## src/rtl/mem_copy_engine_pkg.sv

```systemverilog
// mem_copy_engine_pkg -- width defaults and FSM state encodings shared by the
// copy engine, its interface and the bench. The optional verify-after-write
// path is enabled by defining MEM_COPY_VERIFY_EN.
`ifndef DEFAULT_MADDR_WIDTH
`define DEFAULT_MADDR_WIDTH 16
`endif
`ifndef DEFAULT_MDATA_WIDTH
`define DEFAULT_MDATA_WIDTH 32
`endif

package mem_copy_engine_pkg;

  localparam int STATE_W = 3;

  localparam logic [STATE_W-1:0] ST_IDLE   = 3'd0;
  localparam logic [STATE_W-1:0] ST_READ   = 3'd1;
  localparam logic [STATE_W-1:0] ST_WRITE  = 3'd2;
`ifdef MEM_COPY_VERIFY_EN
  localparam logic [STATE_W-1:0] ST_VERIFY = 3'd3;
`endif
  localparam logic [STATE_W-1:0] ST_DONE   = 3'd4;

endpackage

```

## src/rtl/mem_copy_engine_if.sv

```systemverilog
// mem_copy_engine_if -- command and memory-port bundle for mem_copy_engine.
// Optional macro MEM_COPY_VERIFY_EN only changes the engine's behaviour; the
// signal set is identical in both builds.
//
// Handshake: the engine raises exactly one of mem_read_enable /
// mem_write_enable and holds it, mem_addr and mem_write_data stable until a
// rising clock edge samples the matching ready high; that edge completes the
// transfer (read data is captured on it). Ready while the enable is low is
// ignored. start is only looked at while the engine is idle.
interface mem_copy_engine_if
  import mem_copy_engine_pkg::*;
#(
  parameter int MADDR_WIDTH = `DEFAULT_MADDR_WIDTH,
  parameter int MDATA_WIDTH = `DEFAULT_MDATA_WIDTH
);
  logic                   start;
  logic [MADDR_WIDTH-1:0] src_addr;
  logic [MADDR_WIDTH-1:0] dst_addr;
  logic [MADDR_WIDTH-1:0] length;
  logic                   busy;
  logic                   done;
  logic                   error;
  logic                   mem_read_enable;
  logic                   mem_write_enable;
  logic                   mem_read_ready;
  logic                   mem_write_ready;
  logic [MADDR_WIDTH-1:0] mem_addr;
  logic [MDATA_WIDTH-1:0] mem_write_data;
  logic [MDATA_WIDTH-1:0] mem_read_data;
  logic [STATE_W-1:0]     dbg_state;

  modport master (
    input  start, src_addr, dst_addr, length,
    input  mem_read_ready, mem_write_ready, mem_read_data,
    output busy, done, error, mem_read_enable, mem_write_enable,
    output mem_addr, mem_write_data, dbg_state
  );

  modport slave (
    output start, src_addr, dst_addr, length,
    output mem_read_ready, mem_write_ready, mem_read_data,
    input  busy, done, error, mem_read_enable, mem_write_enable,
    input  mem_addr, mem_write_data, dbg_state
  );
endinterface

```

## src/rtl/mem_copy_engine.sv

```systemverilog
// mem_copy_engine -- word-at-a-time memory copy: read a source word, write it
// to the destination, step both addresses, repeat until the count runs out.
// Define MEM_COPY_VERIFY_EN to re-read each destination word after writing it
// and raise a sticky error on mismatch; otherwise error is tied low.
// The module parameters must match those of the connected interface.
module mem_copy_engine
  import mem_copy_engine_pkg::*;
#(
  parameter int MADDR_WIDTH = `DEFAULT_MADDR_WIDTH,
  parameter int MDATA_WIDTH = `DEFAULT_MDATA_WIDTH
) (
  input  logic              clock,
  input  logic              reset,
  mem_copy_engine_if.master bus
);

  // Byte stride between consecutive words; addition wraps naturally.
  localparam logic [MADDR_WIDTH-1:0] STEP = MADDR_WIDTH'(MDATA_WIDTH / 8);

  logic [STATE_W-1:0]     state_q, state_d;
  logic [MADDR_WIDTH-1:0] src_q, src_d;
  logic [MADDR_WIDTH-1:0] dst_q, dst_d;
  logic [MADDR_WIDTH-1:0] rem_q, rem_d;
  logic [MADDR_WIDTH-1:0] addr_q, addr_d;
  logic [MDATA_WIDTH-1:0] wdata_q, wdata_d;
  logic                   busy_q, busy_d;
  logic                   done_q, done_d;
  logic                   rd_en_q, rd_en_d;
  logic                   wr_en_q, wr_en_d;
`ifdef MEM_COPY_VERIFY_EN
  logic                   err_q, err_d;
`endif

  logic                   advance;
  logic [MADDR_WIDTH-1:0] src_nx, dst_nx, rem_nx;

  assign src_nx = src_q + STEP;
  assign dst_nx = dst_q + STEP;
  assign rem_nx = rem_q - MADDR_WIDTH'(1);

  // Next-state logic for the copy sequencer; every output is a register.
  always_comb begin
    state_d = state_q;
    src_d   = src_q;
    dst_d   = dst_q;
    rem_d   = rem_q;
    addr_d  = addr_q;
    wdata_d = wdata_q;
    busy_d  = busy_q;
    done_d  = 1'b0;
    rd_en_d = rd_en_q;
    wr_en_d = wr_en_q;
    advance = 1'b0;
`ifdef MEM_COPY_VERIFY_EN
    err_d   = err_q;
`endif
    case (state_q)
      ST_IDLE: begin
        if (bus.start) begin
          src_d  = bus.src_addr;
          dst_d  = bus.dst_addr;
          rem_d  = bus.length;
          busy_d = 1'b1;
`ifdef MEM_COPY_VERIFY_EN
          err_d  = 1'b0;
`endif
          if (bus.length == '0) begin
            // Empty copy: one busy cycle, then the done pulse from ST_DONE.
            state_d = ST_DONE;
          end else begin
            state_d = ST_READ;
            rd_en_d = 1'b1;
            addr_d  = bus.src_addr;
          end
        end
      end
      ST_READ: begin
        if (bus.mem_read_ready) begin
          wdata_d = bus.mem_read_data;
          rd_en_d = 1'b0;
          wr_en_d = 1'b1;
          addr_d  = dst_q;
          state_d = ST_WRITE;
        end
      end
      ST_WRITE: begin
        if (bus.mem_write_ready) begin
          wr_en_d = 1'b0;
`ifdef MEM_COPY_VERIFY_EN
          rd_en_d = 1'b1;
          addr_d  = dst_q;
          state_d = ST_VERIFY;
`else
          advance = 1'b1;
`endif
        end
      end
`ifdef MEM_COPY_VERIFY_EN
      ST_VERIFY: begin
        if (bus.mem_read_ready) begin
          rd_en_d = 1'b0;
          if (bus.mem_read_data != wdata_q) begin
            err_d = 1'b1;
          end
          advance = 1'b1;
        end
      end
`endif
      ST_DONE: begin
        // Arrival with done already high came from the last word; arrival
        // with done low came from an empty copy and still owes the pulse.
        if (done_q) begin
          state_d = ST_IDLE;
        end else begin
          done_d = 1'b1;
          busy_d = 1'b0;
        end
      end
      default: begin
        state_d = ST_IDLE;
        busy_d  = 1'b0;
        rd_en_d = 1'b0;
        wr_en_d = 1'b0;
      end
    endcase
    if (advance) begin
      src_d = src_nx;
      dst_d = dst_nx;
      rem_d = rem_nx;
      if (rem_nx != '0) begin
        state_d = ST_READ;
        rd_en_d = 1'b1;
        addr_d  = src_nx;
      end else begin
        state_d = ST_DONE;
        busy_d  = 1'b0;
        done_d  = 1'b1;
      end
    end
  end

  // State and output registers; reset abandons any copy immediately.
  always_ff @(posedge clock or posedge reset) begin
    if (reset) begin
      state_q <= ST_IDLE;
      src_q   <= '0;
      dst_q   <= '0;
      rem_q   <= '0;
      addr_q  <= '0;
      wdata_q <= '0;
      busy_q  <= 1'b0;
      done_q  <= 1'b0;
      rd_en_q <= 1'b0;
      wr_en_q <= 1'b0;
    end else begin
      state_q <= state_d;
      src_q   <= src_d;
      dst_q   <= dst_d;
      rem_q   <= rem_d;
      addr_q  <= addr_d;
      wdata_q <= wdata_d;
      busy_q  <= busy_d;
      done_q  <= done_d;
      rd_en_q <= rd_en_d;
      wr_en_q <= wr_en_d;
    end
  end

`ifdef MEM_COPY_VERIFY_EN
  // Sticky verify-mismatch flag, cleared only by an accepted start.
  always_ff @(posedge clock or posedge reset) begin
    if (reset) begin
      err_q <= 1'b0;
    end else begin
      err_q <= err_d;
    end
  end
  assign bus.error = err_q;
`else
  assign bus.error = 1'b0;
`endif

  assign bus.busy             = busy_q;
  assign bus.done             = done_q;
  assign bus.mem_read_enable  = rd_en_q;
  assign bus.mem_write_enable = wr_en_q;
  assign bus.mem_addr         = addr_q;
  assign bus.mem_write_data   = wdata_q;
  assign bus.dbg_state        = state_q;

endmodule

```

## src/flat_wrapper.sv

```systemverilog
// flat-port wrapper written by rule: the top's interface ports become plain ports
module mem_copy_engine_flat import mem_copy_engine_pkg::*;
#(
  parameter int MADDR_WIDTH = `DEFAULT_MADDR_WIDTH,
  parameter int MDATA_WIDTH = `DEFAULT_MDATA_WIDTH
)
  (clock, reset, bus_start, bus_src_addr, bus_dst_addr, bus_length, bus_mem_read_ready, bus_mem_write_ready, bus_mem_read_data, bus_busy, bus_done, bus_error, bus_mem_read_enable, bus_mem_write_enable, bus_mem_addr, bus_mem_write_data, bus_dbg_state);
  mem_copy_engine_if #(.MADDR_WIDTH(MADDR_WIDTH), .MDATA_WIDTH(MDATA_WIDTH)) bus_i ();
  input  logic clock;
  input  logic reset;
  input wire logic [$bits(bus_i.start)-1:0] bus_start;
  input wire logic [$bits(bus_i.src_addr)-1:0] bus_src_addr;
  input wire logic [$bits(bus_i.dst_addr)-1:0] bus_dst_addr;
  input wire logic [$bits(bus_i.length)-1:0] bus_length;
  input wire logic [$bits(bus_i.mem_read_ready)-1:0] bus_mem_read_ready;
  input wire logic [$bits(bus_i.mem_write_ready)-1:0] bus_mem_write_ready;
  input wire logic [$bits(bus_i.mem_read_data)-1:0] bus_mem_read_data;
  output wire logic [$bits(bus_i.busy)-1:0] bus_busy;
  output wire logic [$bits(bus_i.done)-1:0] bus_done;
  output wire logic [$bits(bus_i.error)-1:0] bus_error;
  output wire logic [$bits(bus_i.mem_read_enable)-1:0] bus_mem_read_enable;
  output wire logic [$bits(bus_i.mem_write_enable)-1:0] bus_mem_write_enable;
  output wire logic [$bits(bus_i.mem_addr)-1:0] bus_mem_addr;
  output wire logic [$bits(bus_i.mem_write_data)-1:0] bus_mem_write_data;
  output wire logic [$bits(bus_i.dbg_state)-1:0] bus_dbg_state;
  assign bus_i.start = bus_start;
  assign bus_i.src_addr = bus_src_addr;
  assign bus_i.dst_addr = bus_dst_addr;
  assign bus_i.length = bus_length;
  assign bus_i.mem_read_ready = bus_mem_read_ready;
  assign bus_i.mem_write_ready = bus_mem_write_ready;
  assign bus_i.mem_read_data = bus_mem_read_data;
  assign bus_busy = bus_i.busy;
  assign bus_done = bus_i.done;
  assign bus_error = bus_i.error;
  assign bus_mem_read_enable = bus_i.mem_read_enable;
  assign bus_mem_write_enable = bus_i.mem_write_enable;
  assign bus_mem_addr = bus_i.mem_addr;
  assign bus_mem_write_data = bus_i.mem_write_data;
  assign bus_dbg_state = bus_i.dbg_state;
  mem_copy_engine #(.MADDR_WIDTH(MADDR_WIDTH), .MDATA_WIDTH(MDATA_WIDTH)) u_core (.clock(clock), .reset(reset), .bus(bus_i));
endmodule
```

## config.mk

```make
export PLATFORM = sky130hd
export DESIGN_NAME = mem_copy_engine_flat
export DESIGN_NICKNAME = d
export VERILOG_FILES = /design/src/rtl/mem_copy_engine_pkg.sv /design/src/rtl/mem_copy_engine_if.sv /design/src/rtl/mem_copy_engine.sv /design/src/flat_wrapper.sv
export SDC_FILE = /design/constraint.sdc
export NUM_CORES = 1
export LEC_CHECK = 0
export ABC_AREA = 0
export BUFFER_PORTS_ARGS = -buffer_cell sky130_fd_sc_hd__clkbuf_2
export CAP_MARGIN = 10
export CORE_MARGIN = 4
export CORE_UTILIZATION = 45
export CTS_BUF_LIST = sky130_fd_sc_hd__clkbuf_4
export DETAILED_ROUTE_END_ITERATION = 12
export PLACE_DENSITY = 0.75
export SETUP_SLACK_MARGIN = 0.5
export SYNTH_ARGS = -nofsm -noshare
export SYNTH_HDL_FRONTEND = slang
export SYNTH_SLANG_ARGS = --single-unit
```

## constraint.sdc

```tcl
create_clock -name clock -period 6.15 [get_ports clock]
set_clock_uncertainty 0.1 [all_clocks]
set_input_delay 0.615 -clock clock [delete_from_list [all_inputs] [get_ports clock]]
set_output_delay 0.615 -clock clock [all_outputs]
set_load 0.005 [all_outputs]
```

==> key figures, run 1 <==
Clocking
  – Clk_lat worst skew: 0.47 ns
  – CTS H-Tree Depth: 3
  – CTS tree: done
  – Post-CTS sizing: 0
  – Root Driver: clkbuf_4
  – Clock sink total: 103
  – Clock transition at the registers of the reported paths: 0.16 ns
  – CTS Buf Count: 9
  – Clock Path Buffers: 2

Pwr
  – VDD IR max: 0.2345 mV
  – PnR Total Power: 2.958 mW
  – Combinational share of power: 43.1%
  – Sw power: 1.194 mW
  – Static Leak: 2.864 nW
  – PwrDens: 473.0 mW/mm²
  – Sequential fraction of design power: 44.8%
  – Switch share: 40.36%
  – Clock Power Share: 12.0%
  – Pint: 1.764 mW

Detailed routing
  – Vias/cell: 5.991
  – # DRC: 0
  – Per-cell routed wire length: 17.92 µm
  – DRT Pass-1 Iters: 6
  – Drt first-iter violations: 326
  – Via count: 4,721
  – Post-route ant nets: 0
  – WL final: 14,120 µm

Placed design
  – Port buffer count: 139
  – Dpl hpwl: 9876 µm
  – Inst Count DP: 770
  – Final Wtd Congestion: 0.8572

Hold path
  – Hold Startpoint: bus_dst_addr[1]
  – Hold crit path type: in2reg

Floorplan
  – Core box area: 0.01147 mm²
  – IO Pins: 141
  – Die width: 116.6 µm
  – Site Rows: 39
  – Die height: 116.6 µm
  – Die ar.: 0.01360 mm²
  – Starting Density: 46.28%

Worst setup path
  – Worst setup SP type: register
  – Critical path type: reg2reg
  – Worst R2R Start: u_core.rem_q[3]
  – Worst EP arrival: 3.49 ns
  – Largest fanout on the critical path: 18
  – Crit path capture type: register
  – CP startpoint: u_core.rem_q[3]
  – Crit path required time: 6.43 ns

GRT
  – Total global routing track utilization: 20.82%
  – Largest net degree at the start of global routing: 81
  – Initial antenna violation count: 0
  – First-pass GRT wire length: 22,140 µm
  – Grt ovf: 0
  – Vias in the first global route: 4,462

Cells and area
  – Diode count: 0
  – Final Instance Count excl. Fillers: 788
  – Fill count: 1,039
  – Final core utilization: 54.53%
  – Nets@finish: 729
  – Area grow syn2layout: 17.82%
  – Layout cells sized above 1: 32.56%

STA
  – F_max: 0.3117 GHz
  – Final setup violation count: 0
  – Period utilisation layout: 52.17%
  – Fin. max-slew vios: 0
  – Crit path time final: 3.209 ns
  – Max-slew headroom: 25.39%
  – RSZ-0062 raised after global routing: false
  – Final Hold Vio Count: 0
  – Setup TNS: 0 ns
  – Worst slew pin tran: 1.109 ns

Yosys
  – Post-synthesis net count: 604
  – Area share of the largest cell type after synthesis: 48.56%
  – Most common library cells after synthesis: 103 x dfrtp_1, 49 x nand2_1, 32 x mux2_2
  – Async S/R FF share, synth: 100.0%
  – Mapped cell area: 0.005308 mm²
  – Syn Area/Cell: 10.31 µm²
  – Synth Instances: 515
  – Top-count cell post-synth: dfrtp_1
  – Area leader, netlist: dfrtp_1
  – Ys Warns: 0
  – Synth cell types: 59
  – Number of synthesized flops with an enable pin: 0
  – Synth area leaders: dfrtp_1 49%, mux2_2 6.8%, nand2_1 3.5%
  – Post-synthesis sequential area ratio: 48.56%
  – Synthesized flop and latch total: 103
  – Ys flop type: dfrtp_1

Run
  – Total of max-cap violations: 0

Run status
  – Outcome: completed
==> area by class of cell <==
type	instances	area (µm²)	area share (%)
Clock buffer	10	75.07	1.200
Clock inverter	6	61.31	0.9804
Tap cell	143	178.9	2.861
Timing Repair Buffer	147	762.0	12.18
Sequential cell	103	2577	41.22
Inverter	15	58.81	0.9404
Multi-Input combinational cell	364	2540	40.62
==> worst paths after layout <==
| path | to | slack [ns] | cells past startpoint |
|---|---|---|---|
| max | u_core.bus.mem_addr[8] | 2.94 | 6 |
| min | u_core.dst_q[1] | 0.24 | 3 |
| max reg2reg | u_core.bus.mem_addr[8] | 2.94 | 6 |
| min reg2reg | u_core.dst_q[0] | 0.40 | 2 |
| max in group asynchronous | u_core.bus.mem_write_data[14] | 4.09 | 4 |
| min in group asynchronous | u_core.bus.mem_write_data[5] | 0.52 | 3 |
==> cells by family after synthesis <==
kind of cell             Yosys count  share of synthesized area, %
XOR/XNOR                          14                         2.310
other                              1                       0.07065
flip-flops                       103                         48.56
AND/OR/NAND/NOR                  164                         16.48
buffers and inverters             48                         3.984
AO/OA/AOI/OAI                    132                         17.66
multiplexers                      49                         9.995
adder cells (fa/ha/maj)            4                        0.9430
==> sequential cells by signal (all words and copies together), names as in the netlist <==
register                     flops
u_core.bus.done                  1
u_core.dst_q                    16
u_core.src_q                    16
u_core.bus.dbg_state             3
u_core.bus.busy                  1
u_core.bus.mem_write_data       32
u_core.bus.mem_read_enable       1
u_core.rem_q                    16
u_core.bus.mem_addr             16
u_core.bus.mem_write_enable      1
==> cell usage in the layout, fill, tap and decap left out, types with 5 or more instances in the layout <==
cell        n
a21oi_1    28
mux2_2     32
o211ai_1   11
nor2_1     22
a221o_1    14
a222oi_1    5
clkbuf_4   10
o21ai_0    29
a22o_1     16
inv_1      14
nand4_1     7
nor4_1     10
clkbuf_2  139
buf_4       6
nor3_1     15
nand2_1    49
dfrtp_1   103
xnor2_1    10
nor3b_1     7
and3_1     13
nand3_1    12
mux2i_1    17
==> critical path, stage by stage, from the launching register on <==
cell and delay, ns:
dfrtp_1 0.52, nor4_1 0.98, a311oi_1 0.22, o32ai_1 0.36, nor4_2 0.11, nor2_4 0.56
mux2i_1 0.27
==> per-stage QoR <==
stage / area (µm²) / hold slack (ns) / setup WS (ns)
4_1_cts: 6242 / 0.1985 / 2.836
6_report: 6254 / 0.2356 / 2.941
3_3_place_gp: 6096 / 0.3586 / 3.034
3_5_place_dp: 6096 / 0.3677 / 2.836
2_1_floorplan: 5308 / 0.3457 / 2.731
5_1_grt: 6254 / 0.2011 / 2.768
==> power by group through the flow <==
stage	Combinational, mW	Clock, mW	Sequential, mW
after detailed placement	1.28	0	1.33
after global placement	1.22	0	1.31
final	1.28	0.356	1.33
after global routing	1.42	0.398	1.37
after CTS	1.28	0.372	1.32
after floorplan	0.898	0	1.24
==> routing by layer <==
metal / track usage [%] / wire length [µm]
met1: 26.74 / 5930
met2: 33.91 / 6812
met3: 3.731 / 937
met4: 10.47 / 443
met5: 0 / 0
==> repair_timing <==
item | 4_1_cts | 5_1_grt
setup buffers | 0 | 0
endpoints found under the hold margin | 23 | 0
setup endpoints to repair | 0 | 0
hold buffers | 1 | 0
No activity file was read; power rests on OpenSTA's default activity.
==> run 2: changes to the inputs <==
--- a/config.mk
+++ b/config.mk
@@ -5,14 +5,14 @@
 export SDC_FILE = /design/constraint.sdc
 export NUM_CORES = 1
 export LEC_CHECK = 0
-export ABC_AREA = 0
+export ABC_AREA = 1
 export BUFFER_PORTS_ARGS = -buffer_cell sky130_fd_sc_hd__clkbuf_2
 export CAP_MARGIN = 10
 export CORE_MARGIN = 4
 export CORE_UTILIZATION = 45
 export CTS_BUF_LIST = sky130_fd_sc_hd__clkbuf_4
 export DETAILED_ROUTE_END_ITERATION = 12
-export PLACE_DENSITY = 0.75
+export PLACE_DENSITY = 0.74
 export SETUP_SLACK_MARGIN = 0.5
 export SYNTH_ARGS = -nofsm -noshare
 export SYNTH_HDL_FRONTEND = slang
==> constraint.sdc (replaced) <==
create_clock -name clock -period 3.23 [get_ports clock]
set_clock_uncertainty 0.1 [all_clocks]
set_input_delay 0.323 -clock clock [delete_from_list [all_inputs] [get_ports clock]]
set_output_delay 0.323 -clock clock [all_outputs]
set_load 0.005 [all_outputs]
==> run 2 against run 1 <==
Against the previous run: utilization increased by 4.5 points; count of clock-buffer cells in the layout unchanged; cell count increased by 42%; die area increased by 7.0%; sequential power increased by 79%; critical endpoint is now u_core.dst_q[4].
==> key figures, run 2 <==
Run status
  – Outcome: completed

Hold path
  – Worst Hold Path EP: u_core.src_q[12]
  – Hold crit path type: in2reg
  – Hold Startpoint: bus_src_addr[12]
  – Worst Hold Path Cells: 3

Cells and area
  – Nets@finish: 1,035
  – Max FFs per register: 32
  – Layout cells sized above 1: 21.24%
  – Commonest non-fill, non-tap cells in the layout: 257 x nand2_1, 139 x clkbuf_2, 109 x inv_1, 103 x dfrtp_1
  – Storage cell area: 0.002577 mm²
  – Most common cell after layout, fill and taps aside: nand2_1
  – Final Instance Count excl. Fillers: 1,119
  – Diode count: 0
  – Multi-input gate area: 0.002574 mm²
  – Final core utilization: 59.01%
  – Fill count: 1,171
  – Area grow syn2layout: 26.24%

Pwr
  – PwrDens: 850.3 mW/mm²
  – Switch share: 45.61%
  – Static Leak: 3.884 nW
  – Sequential fraction of design power: 38.8%
  – Clock Power Share: 11.2%
  – Pint: 3.332 mW
  – Combinational share of power: 50.1%
  – Sw power: 2.795 mW
  – PnR Total Power: 6.127 mW
  – VDD IR max: 0.4650 mV

Placed design
  – Dpl hpwl: 11,040 µm
  – Port buffer count: 139
  – Final Wtd Congestion: 0.8757
  – Inst Count DP: 1,053

Worst setup path
  – Worst setup SP type: register
  – Critical path type: reg2reg
  – Cell breakdown of the critical path: nor2_1 > inv_2 > nor2_2 > nand2_2 > buf_4 > nand2_1 > buf_4 > clkinvlp_4 > buf_4 > a221oi_1
  – Crit path required time: 3.51 ns
  – CP peak stage delay: 0.42 ns
  – R2R Path End: u_core.dst_q[4]
  – R2r setup slk: 0.72 ns
  – Largest fanout on the critical path: 30
  – Worst EP arrival: 2.80 ns
  – Critical path's slowest cell: dfrtp_1
  – Crit path capture type: register
  – Most common cell on crit path: buf_4
  – R2R depth: 10
  – Worst R2R Start: u_core.bus.dbg_state[0]

Detailed routing
  – # DRC: 0
  – DRT Pass-1 Iters: 5
  – Post-route ant nets: 0
  – Via count: 5,586
  – Drt first-iter violations: 385
  – Vias/cell: 4.992
  – Per-cell routed wire length: 14.35 µm
  – WL final: 16,060 µm

Floorplan
  – IO Pins: 141
  – Site Rows: 40
  – Core box area: 0.01221 mm²
  – Die height: 120.6 µm
  – Starting Density: 46.74%
  – Die ar.: 0.01455 mm²
  – Die width: 120.6 µm

STA
  – Crit path time final: 2.513 ns
  – RSZ-0062 raised after global routing: false
  – Setup TNS: 0 ns
  – Worst slew pin tran: 0.6479 ns
  – Period utilisation layout: 77.80%
  – Worst Hold Slack: 0.03488 ns
  – Final Hold Vio Count: 0
  – Final setup violation count: 0
  – F_max: 0.3979 GHz
  – Max-slew headroom: 56.72%
  – Fin. max-slew vios: 0

GRT
  – Vias in the first global route: 5,280
  – Total global routing track utilization: 22.60%
  – Largest net degree at the start of global routing: 76
  – Grt ovf: 0
  – Initial antenna violation count: 0
  – First-pass GRT wire length: 26,180 µm

Clocking
  – CTS tree: done
  – CTS H-Tree Depth: 3
  – Clock transition at the registers of the reported paths: 0.17 ns
  – Clock sink total: 103
  – CTS Buf Count: 9
  – Clk_lat worst skew: 0.48 ns
  – Clock Path Buffers: 2
  – Root Driver: clkbuf_4

Yosys
  – Synth area leaders: dfrtp_1 45%, nand2_1 17%, inv_1 7.3%
  – Synthesized flop and latch total: 103
  – Ys flop type: dfrtp_1
  – Synth Instances: 764
  – Top-count cell post-synth: nand2_1
  – Ys Warns: 0
  – Mapped cell area: 0.005708 mm²
  – Syn Area/Cell: 7.471 µm²
  – Async S/R FF share, synth: 100.0%
  – Most common library cells after synthesis: 257 x nand2_1, 111 x inv_1, 103 x dfrtp_1
  – Area share of the largest cell type after synthesis: 45.16%
  – Number of synthesized flops with an enable pin: 0
  – Area leader, netlist: dfrtp_1
  – Post-synthesis net count: 853
  – Post-synthesis sequential area ratio: 45.16%
  – Synth cell types: 35

Run
  – Total of max-cap violations: 0
## run 2: cell count changes after synthesis, sizes merged, moves of 14 or more
cell,change
o221ai,+30
nor2,+39
inv,+100
nand3,+37
mux2i,-17
a221o,-14
nand2,+226
mux2,-32
and3,-14
a22o,-16
## run 2: power groups by stage
| stage | Sequential (mW) | Clock [mW] | Combinational (mW) |
|---|---|---|---|
| after CTS | 2.37 | 0.703 | 3.04 |
| after global placement | 2.38 | 0 | 2.92 |
| after floorplan | 2.32 | 0 | 2.07 |
| after detailed placement | 2.39 | 0 | 2.99 |
| final | 2.38 | 0.684 | 3.07 |
| after global routing | 2.45 | 0.753 | 3.48 |
## run 2: final cells by class
class / count / area share [%]
Sequential cell: 103 / 35.77
Clock inverter: 6 / 0.8161
Timing Repair Buffer: 198 / 17.64
Tap cell: 168 / 2.917
Inverter: 115 / 6.095
Clock buffer: 10 / 1.042
Multi-Input combinational cell: 519 / 35.72
## run 2: worst max-delay path: cells and delay by family, from the launching register on
family	cells	cell delay, ns
AOI/OAI and AO/OA	1	0.23
DFF	1	0.42
and+or+nand+nor	4	0.64
buffers and inverters	5	1.02
## run 2: repair_timing
action | in CTS | in global routing
setup endpoints to repair | 0 | 6
endpoints found under the hold margin | 74 | 1
hold buffers | 47 | 1
gates resized for setup | 0 | 2
buffers inserted | 0 | 2
## run 2: worst max-delay path by stage
stage / from / endpoint / slack, ns / depth (start not counted)
finish: u_core.bus.dbg_state[0] / u_core.dst_q[4] / 0.72 / 10
global route: u_core.bus.dbg_state[0] / u_core.dst_q[4] / 0.55 / 10
CTS: u_core.bus.dbg_state[0] / u_core.dst_q[4] / 0.67 / 9
detailed placement: u_core.bus.dbg_state[0] / u_core.dst_q[4] / 0.71 / 9
global placement: u_core.rem_q[0] / u_core.bus.mem_addr[6] / 0.80 / 13
floorplan: u_core.rem_q[0] / u_core.bus.mem_addr[7] / 1.11 / 16
## run 2: cells by family (layout without fill, tap and decap cells)
group / count (synthesis) / after routing / share of synthesized area (%)
xor gates and xnor gates: 16 / 16 / 2.455
adders and majority gates: 4 / 4 / 0.8768
DFF: 103 / 103 / 45.16
buffers and inverters: 142 / 329 / 9.886
AOI/OAI and AO/OA: 96 / 96 / 11.05
and+or+nand+nor: 402 / 402 / 30.51
other: 1 / 1 / 0.06570
## run 2: stage by stage
stage,area [µm²],setup WS [ns]
6_report,7206,0.7170
5_1_grt,7206,0.5473
4_1_cts,7174,0.6669
3_5_place_dp,6570,0.7111
3_3_place_gp,6570,0.8000
2_1_floorplan,5712,1.109
## run 2: layer usage
| metal | up-vias | track usage, % | wire length (µm) |
|---|---|---|---|
| met5 | - | 0 | 0 |
| met4 | 0 | 6.728 | 368 |
| li1 | 2787 | - | - |
| met2 | 179 | 37.20 | 7914 |
| met1 | 2593 | 30.14 | 6862 |
| met3 | 27 | 4.677 | 915 |
==> run 3: changes to the inputs <==
--- a/config.mk
+++ b/config.mk
@@ -12,7 +12,7 @@
 export CORE_UTILIZATION = 45
 export CTS_BUF_LIST = sky130_fd_sc_hd__clkbuf_4
 export DETAILED_ROUTE_END_ITERATION = 12
-export PLACE_DENSITY = 0.74
+export PLACE_DENSITY = 0.77
 export SETUP_SLACK_MARGIN = 0.5
 export SYNTH_ARGS = -nofsm -noshare
 export SYNTH_HDL_FRONTEND = slang
==> constraint.sdc (replaced) <==
create_clock -name clock -period 2 [get_ports clock]
set_clock_uncertainty 0.1 [all_clocks]
set_input_delay 0.2 -clock clock [delete_from_list [all_inputs] [get_ports clock]]
set_output_delay 0.2 -clock clock [all_outputs]
set_load 0.005 [all_outputs]
==> run 3 against run 2 <==
Against the previous run: the flow now finishes with violations (negative setup slack); register-to-register slack worse by 1.1 ns; clock power up 71%; critical endpoint is now u_core.bus.mem_addr[3]; via count up 42%; largest power group unchanged; cell count up 13%; total power rose to 2.5 times the previous value; worst setup slack worse by 1.1 ns; critical path type unchanged.
==> key figures, run 3 (same netlist as run 2, synthesis figures left out) <==
Run status
  – Outcome: finished, violations left
  – Failing checks: negative setup slack

STA
  – Fin. max-slew vios: 0
  – RSZ-0062 raised after global routing: true
  – Worst slew pin tran: 0.7020 ns
  – Crit path time final: 2.407 ns
  – Period utilisation layout: 120.4%
  – Final WS setup: -0.4071 ns
  – Max-slew headroom: 53.10%
  – Setup TNS: -6.306 ns
  – Final Hold Vio Count: 0
  – F_max: 0.4154 GHz
  – Final setup violation count: 25
  – Worst Hold Slack: 0.1451 ns

Clocking
  – Clk_lat worst skew: 0.55 ns
  – CTS Buf Count: 9
  – CTS H-Tree Depth: 3
  – Clock Path Buffers: 2
  – Clock sink total: 103
  – Root Driver: clkbuf_4
  – Clock transition at the registers of the reported paths: 0.20 ns
  – CTS tree: done

Pwr
  – VDD IR max: 0.7078 mV
  – Static Leak: 5.068 nW
  – Sw power: 7.750 mW
  – PwrDens: 1521 mW/mm²
  – Switch share: 49.73%
  – Sequential fraction of design power: 27.8%
  – Combinational share of power: 64.7%
  – Pint: 7.835 mW
  – Clock Power Share: 7.5%

Floorplan
  – Die height: 120.6 µm
  – Die width: 120.6 µm
  – Die ar.: 0.01455 mm²
  – Starting Density: 46.74%
  – IO Pins: 141
  – Site Rows: 40
  – Core box area: 0.01221 mm²

Worst setup path
  – Family with the most delay on the worst path: simple AND/OR/NAND/NOR gates
  – CP Buf/Inv Count: 2
  – Largest fanout on the critical path: 8
  – Worst setup SP type: register
  – Worst EP arrival: 2.80 ns
  – R2r setup slk: -0.41 ns
  – Crit path required time: 2.39 ns
  – R2R depth: 14
  – Critical path depth: 14
  – Cell breakdown of the critical path: nor2_2 > nand2_1 > nor2_2 > nand2_1 > nand2_1 > nand2_2 > nor2_2 > nand2_2 > nor2_8 > nand2_8 > buf_12 > nand3_1 > nand2_1 > inv_2
  – Critical path's slowest cell: dfrtp_1
  – Most common cell on crit path: nand2_1
  – CP peak stage delay: 0.50 ns
  – Crit path capture type: register
  – Critical path type: reg2reg

GRT
  – Initial antenna violation count: 0
  – Largest net degree at the start of global routing: 32
  – Vias in the first global route: 7,045
  – Grt ovf: 0
  – Total global routing track utilization: 31.41%
  – First-pass GRT wire length: 36,090 µm

Detailed routing
  – WL final: 30,470 µm
  – Vias/cell: 6.228
  – Via count: 7,910
  – Post-route ant nets: 0
  – # DRC: 0
  – DRT Pass-1 Iters: 7
  – Per-cell routed wire length: 23.99 µm
  – Drt first-iter violations: 1,253

Cells and area
  – Final core utilization: 83.88%
  – Max FFs per register: 32
  – Commonest non-fill, non-tap cells in the layout: 163 x nand2_1, 136 x clkbuf_2, 101 x inv_1, 94 x dfrtp_1, 83 x dlygate4sd3_1
  – Layout cells sized above 1: 48.55%
  – Nets@finish: 1,184
  – Area grow syn2layout: 79.46%
  – Most common cell after layout, fill and taps aside: nand2_1

Placed design
  – Port buffer count: 139
  – Dpl hpwl: 12,190 µm
  – Final Wtd Congestion: 0.9340

Run
  – Total of max-cap violations: 0

Hold path
  – Worst Hold Path Cells: 4
  – Hold crit path type: in2reg
run 3: final cells by class:
class                      count  area (µm²)
multi-input combinational    520        3680
timing repair buffer         346        3167
sequential                   103        2589
fill                         580        1968
inverter                     115       459.2
tap                          168       210.2
clock buffer                   9       67.56
clock inverter                 7       66.31
antenna                        2       5.005
run 3: tightest hold or removal path, stage by stage:
cell      delay, ns
clkbuf_2       0.14
o2111a_1       0.25
nand3_1        0.09
nand2_1        0.07
run 3: what timing repair did:
| item | in CTS | in global routing |
|---|---|---|
| pin swaps | 30 | 67 |
| setup endpoints to repair | 96 | 106 |
| resized for setup | 124 | 233 |
| endpoints found under the hold margin | 105 | 0 |
| cloned | 13 | 9 |
| buffers inserted | 50 | 19 |
| hold buffers | 83 | 0 |
run 3: final timing paths:
path                                                 end                         start
max                               u_core.bus.mem_addr[3]               u_core.rem_q[9]
min                              u_core.bus.dbg_state[0]                     bus_start
max reg2reg                       u_core.bus.mem_addr[3]               u_core.rem_q[9]
min reg2reg                 u_core.bus.mem_write_data[5]  u_core.bus.mem_write_data[5]
max in group asynchronous                u_core.rem_q[2]                         reset
min in group asynchronous  u_core.bus.mem_write_data[15]                         reset
run 3: power groups by stage:
stage | registers, mW | clock network (mW) | logic, mW
2_1_floorplan | 3.77 | 0 | 3.48
3_3_place_gp | 3.83 | 0 | 5.24
3_5_place_dp | 3.85 | 0 | 5.39
4_1_cts | 3.87 | 1.11 | 7.38
5_1_grt | 4.35 | 1.23 | 10.5
6_report | 4.33 | 1.17 | 10.1
run 3: layer usage:
metal | GRT usage [%] | vias to the layer above | wire length [µm] | part of all wire (%)
li1 | - | 3102 | - | -
met1 | 36.11 | 3660 | 9846 | 32
met2 | 54.10 | 807 | 13770 | 45
met3 | 7.250 | 341 | 3657 | 12
met4 | 17.00 | 0 | 3193 | 10
met5 | 0 | - | 0 | 0
run 3: metrics by stage:
step / instance area [µm²] / setup WS (ns) / instances / power [mW]
6_report: 10240 / -0.4071 / 1270 / 15.58
4_1_cts: 9051 / -0.009813 / 1240 / 12.36
3_3_place_gp: 6878 / -0.01436 / 1078 / 9.070
3_5_place_dp: 6878 / -0.03607 / 1078 / 9.231
5_1_grt: 10240 / -0.3896 / 1268 / 16.07
2_1_floorplan: 5808 / 0.08323 / 764 / 7.251
